--- config.mk ---
export PLATFORM = sky130hd
export DESIGN_NAME = regfile_wb_demux
export DESIGN_NICKNAME = d
export VERILOG_FILES = /design/src/rtl/regfile_wb_demux.sv
export SDC_FILE = /design/constraint.sdc
export NUM_CORES = 2
export LEC_CHECK = 0
export CAP_MARGIN = 0
export CORE_MARGIN = 1
export CORE_UTILIZATION = 69
export CTS_BUF_LIST = sky130_fd_sc_hd__clkbuf_16
export DETAILED_ROUTE_END_ITERATION = 8
export DONT_BUFFER_PORTS = 1
export GPL_TIMING_DRIVEN = 0
export PLACE_DENSITY_LB_ADDON = 0.15
export REMOVE_ABC_BUFFERS = 1
export SLEW_MARGIN = 20
export SYNTH_ARGS = -nofsm -noshare
export SYNTH_HDL_FRONTEND = slang
export SYNTH_SLANG_ARGS = --single-unit
--- constraint.sdc ---
create_clock -name clk -period 13.4 [get_ports clk]
set_input_delay 3.35 -clock clk [delete_from_list [all_inputs] [get_ports clk]]
set_output_delay 3.35 -clock clk [all_outputs]
set_load 0.05 [all_outputs]
--- src/rtl/regfile_wb_demux.sv ---
// regfile_wb_demux: write-back destination decode and 32x32 register file.
//
// Decodes the selected destination index into a one-hot write strobe for the
// register array. It also provides two combinational read ports for the decode
// stage. Register 0 is hardwired to zero.
//
// Ports:
//   clk        rising-edge clock
//   rst_n      synchronous active-low reset (clears array, wr_onehot, wr_count)
//   wr_en      write request this cycle
//   wr_addr    destination register index
//   wr_data    write-back value
//   rd_addr1   read port 1 index (rs)
//   rd_data1   read port 1 value (combinational)
//   rd_addr2   read port 2 index (rt)
//   rd_data2   read port 2 value (combinational)
//   wr_onehot  registered one-hot of the last accepted nonzero write, else 0
//   wr_count   saturating count of accepted nonzero writes since reset
//
// Build option:
//   REGFILE_WRITE_BYPASS_EN - when defined, a read that hits the index being
//   written in the same cycle returns wr_data (write-through). When undefined,
//   the read returns the stored value and the new value appears a cycle later.

module regfile_wb_demux #(
    parameter int unsigned DATA_W = 32,
    parameter int unsigned ADDR_W = 5
) (
    input  logic                   clk,
    input  logic                   rst_n,
    input  logic                   wr_en,
    input  logic [ADDR_W-1:0]      wr_addr,
    input  logic [DATA_W-1:0]      wr_data,
    input  logic [ADDR_W-1:0]      rd_addr1,
    output logic [DATA_W-1:0]      rd_data1,
    input  logic [ADDR_W-1:0]      rd_addr2,
    output logic [DATA_W-1:0]      rd_data2,
    output logic [(2**ADDR_W)-1:0] wr_onehot,
    output logic [15:0]            wr_count
);

    localparam int unsigned DEPTH = 2 ** ADDR_W;
    localparam int unsigned CNT_W = 16;
    localparam logic [CNT_W-1:0] CNT_MAX = {CNT_W{1'b1}};

    logic [DATA_W-1:0] mem_q [DEPTH];
    logic [DATA_W-1:0] mem_d [DEPTH];
    logic [DEPTH-1:0]  wr_onehot_q;
    logic [DEPTH-1:0]  wr_onehot_d;
    logic [CNT_W-1:0]  wr_count_q;
    logic [CNT_W-1:0]  wr_count_d;

    logic              wr_accept_c;
    logic [DEPTH-1:0]  wr_sel_c;

    // A write only touches storage when it targets a nonzero index outside reset.
    assign wr_accept_c = rst_n && wr_en && (wr_addr != '0);

    // One-hot demux of the destination index.
    always_comb begin
        wr_sel_c = '0;
        if (wr_accept_c) begin
            wr_sel_c = DEPTH'(1) << wr_addr;
        end
    end

    // Next-state for the register array: each row takes wr_data on its strobe.
    always_comb begin
        for (int i = 0; i < DEPTH; i++) begin
            mem_d[i] = mem_q[i];
            if (wr_sel_c[i]) begin
                mem_d[i] = wr_data;
            end
        end
        // Row 0 never holds anything but zero.
        mem_d[0] = '0;
    end

    // Decode and counter next-state; counter saturates instead of wrapping.
    always_comb begin
        wr_onehot_d = wr_sel_c;
        wr_count_d  = wr_count_q;
        if (wr_accept_c && (wr_count_q != CNT_MAX)) begin
            wr_count_d = wr_count_q + CNT_W'(1);
        end
    end

    // State registers with synchronous reset; a write in a reset cycle is dropped.
    always_ff @(posedge clk) begin
        if (!rst_n) begin
            for (int i = 0; i < DEPTH; i++) begin
                mem_q[i] <= '0;
            end
            wr_onehot_q <= '0;
            wr_count_q  <= '0;
        end else begin
            for (int i = 0; i < DEPTH; i++) begin
                mem_q[i] <= mem_d[i];
            end
            wr_onehot_q <= wr_onehot_d;
            wr_count_q  <= wr_count_d;
        end
    end

    // Read port 1.
    always_comb begin
        rd_data1 = '0;
        if (rd_addr1 != '0) begin
            rd_data1 = mem_q[rd_addr1];
`ifdef REGFILE_WRITE_BYPASS_EN
            if (wr_accept_c && (rd_addr1 == wr_addr)) begin
                rd_data1 = wr_data;
            end
`endif
        end
    end

    // Read port 2.
    always_comb begin
        rd_data2 = '0;
        if (rd_addr2 != '0) begin
            rd_data2 = mem_q[rd_addr2];
`ifdef REGFILE_WRITE_BYPASS_EN
            if (wr_accept_c && (rd_addr2 == wr_addr)) begin
                rd_data2 = wr_data;
            end
`endif
        end
    end

    assign wr_onehot = wr_onehot_q;
    assign wr_count  = wr_count_q;

endmodule
==> run_results.csv <==
group,metric,value,unit
cells_and_area,area_growth,11.3,%
cells_and_area,drive_gt1_share,26.2,%
grt,grt_max_degree,290,
drt,vias,32800,
clock_tree,clock_latency,0.67,ns
timing,skew,0.00532,ns
power_and_ir_drop,power_leakage,19.7,nW
grt,grt_pass1_vias,33400,
drt,post_drt_wl_per_cell,37.8,um
yosys,synth_most_common_cell,"edfxtp_1",
grt,grt_overflow_total,0,
yosys,ys_seq_area_share,59.4,%
timing,tightest_slew,1.19,ns
worst_setup_path,worstSetupPathType,"in2out",
timing,drv_slew,0,
yosys,synth.area.top_cells,"edfxtp_1, mux4_2, and2_1",
yosys,synth_area_per_cell,16.1,sq um
yosys,ys_dominant_reg_cell,"edfxtp_1",
placement,io_buffers,0,
cells_and_area,final-seq-area,0.0307,sq mm
clock_tree,holdBufCountCts,0,
yosys,synth-simple-area-share,9.57,%
yosys,syn-instance-count,3220,
power_and_ir_drop,finalPower,7.57,mW
drt,ant_nets,0,
yosys,ys_types,51,
clock_tree,clk_path_buf_depth,3,
yosys,synth_xor_area_share,0.135,%
power_and_ir_drop,ir_worst_vdd,0.110,mV
clock_tree,numClockSinks,1040,
drt,dr.first_iter.drc_count,5625,
timing,final-setup-viol-count,0,
timing,finalHoldViolations,0,
timing,timing.final.crit_share,70.5,%
run_status,status,"finished, final reports clean",
worst_setup_path,cpPeakStageDelay,0.77,ns
worst_setup_path,path_buf_inv,1,
placement,dp_hpwl,95.2,mm
worst_setup_path,worstPathCellList,"nor2b_4 > buf_16 > a22oi_1 > o221ai_1 > nand2_1 > o21ai_1",
yosys,synth_top_family_by_area,"multiplexers",
power_and_ir_drop,p_per_area,131,mW/mm^2
worst_setup_path,cp.depth,6,
yosys,synth_edf_count,992,
die,rows,100,
cells_and_area,nNetsFinal,3182,
worst_setup_path,required,10.05,ns
die,die_h,276,um
worst_hold_path,holdPathStages,1,
yosys,synth_area,0.0518,sq mm
yosys,yosys-top-cells-count,"edfxtp_1, and2_1, mux4_2, clkbuf_1, mux2i_1",
clock_tree,ctsHtreeMaxLevel,3,
grt,antenna_found_initial,5,
yosys,muxShareOfSynthArea,23.0,%
yosys,async_flop_share,0,%
cells_and_area,nFillCells,3946,
clock_tree,clkTransAtPathRegs,0.06,ns
drt,drc_errors,0,
yosys,yosys_warnings,0,
worst_setup_path,cp_max_fo,289,
grt,grt_pass1_wl,228,mm
drt,routed_wirelength,158,mm
grt,grtUsageTotal,41.9,%
worst_hold_path,hold_path_class,"reg2reg",
yosys,synth_compound_area_share,5.05,%
die,core-area,0.0743,sq mm
yosys,synth_top_area_share,57.5,%
worst_setup_path,crit_path_end_kind,"output pin",
die,die_area,0.0762,sq mm
worst_setup_path,critical_path.top_delay_family,"compound AO/OA/AOI/OAI gates",
timing,timing.fmax,0.106,GHz
timing,rsz0062_at_grt,"no",
drt,via_per_inst,7.84,
worst_setup_path,crit_slowest_cell,"o21ai_1",
drt,drt_first_pass_iters,7,
clock_tree,root_buffer,"clkbuf_16",
yosys,yosys.area_share.adder,0.0242,%
die,initial_utilization,69.7,%
worst_setup_path,critPathLaunchType,"input pin",
timing,relSlewSlack,20.4,%
clock_tree,cts_tree,"done",
yosys,yosysTopAreaCell,"edfxtp_1",
worst_setup_path,reg2reg_depth,6,
timing,setup_tns,0,ns
yosys,ys_seq_elements,1040,
cells_and_area,multi_input_area,0.0202,sq mm
clock_tree,cts_buffers,104,
flow_run,maxCapViolCount,0,
worst_setup_path,worst_ep_arrival_time,6.10,ns
die,pin_count,162,
clock_tree,cts.repair.resized,0,
timing,timing.final.crit_period,9.45,ns
clock_tree,cts_setup_buffers,0,
die,die_w,276,um
placement,gp_congestion,0.804,
[per-stage QoR]
stage | setup WS, ns | instances | utilization (%) | hold WS, ns | area [sq um]
2_1_floorplan | 4.08 | 2923 | - | 0.692 | 50300
3_3_place_gp | 1.55 | 3892 | 69.3 | 0.713 | 51500
3_5_place_dp | 4.29 | 3994 | 73.2 | 0.745 | 54400
4_1_cts | 4.34 | 4186 | 77.6 | 0.752 | 57700
5_1_grt | 4.08 | 4187 | 77.6 | 0.774 | 57700
6_report | 3.95 | 4188 | 77.6 | 0.757 | 57700
[cells in the final DEF (no fill, tap or decap), drive strengths merged, types with 32 or more instances in the layout]
master  instances
edfxtp        992
and2          585
mux4          416
mux2i         116
mux2          112
clkbuf        107
buf           102
o21ai         100
nand2          98
a22o           64
a22oi          48
a21oi          48
dfxtp          48
o221ai         48
nor3           47
clkinv         46
nor2           41
o22ai          32
[state kept, by name, summed over array words and instances (netlist names)]
name / count
wr_onehot: 32
mem_q: 992
wr_count: 16
[routing by layer]
layer | wire [um] | part of all wire, % | GRT usage (%) | vias up
li1 | - | - | - | 12700
met1 | 51500 | 33 | 55.4 | 16400
met2 | 72800 | 46 | 63.7 | 3085
met3 | 24600 | 16 | 13.3 | 649
met4 | 9170 | 5.8 | 21.1 | 2
met5 | 36 | 0.023 | 0.625 | -
[power breakdown]
part	internal [mW]	total, mW	switching, mW
Clock	1.56	2.79	1.24
Combinational	0.402	0.884	0.482
Sequential	3.78	3.90	0.113
[cell type report]
class | count | share of cell area (%)
Inverter | 2 | 0.0130
Timing Repair Buffer | 102 | 3.95
Antenna cell | 2 | 0.00868
Multi-Input combinational cell | 1881 | 35.0
Clock buffer | 107 | 4.64
Clock inverter | 85 | 0.955
Tap cell | 969 | 2.10
Sequential cell | 1040 | 53.3
[worst reg2reg max path, cell delays in order (launching register included)]
cell and delay, ns:
dfxtp_1 0.73, ha_1 0.29, nand3_1 0.23, nor4_4 0.64, nor4_1 0.15, xor2_1 0.17
and2_1 0.19
[worst paths after layout]
kind                        to  slack [ns]         start
hold / removal    wr_count[15]        0.76  wr_count[15]
hold reg to reg   wr_count[15]        0.76  wr_count[15]
setup reg to reg  wr_count[13]       10.90   wr_count[0]
setup / recovery  rd_data2[25]        3.95   rd_addr2[0]
[cell families after synthesis]
kind of cell	Yosys count
XOR/XNOR	8
adder cells (fa/ha/maj)	1
multiplexers	644
flip-flops	1040
other	1
buffers and inverters	299
AND/OR/NAND/NOR	848
AO/OA/AOI/OAI	379
Power figures use the tool's default switching activity.
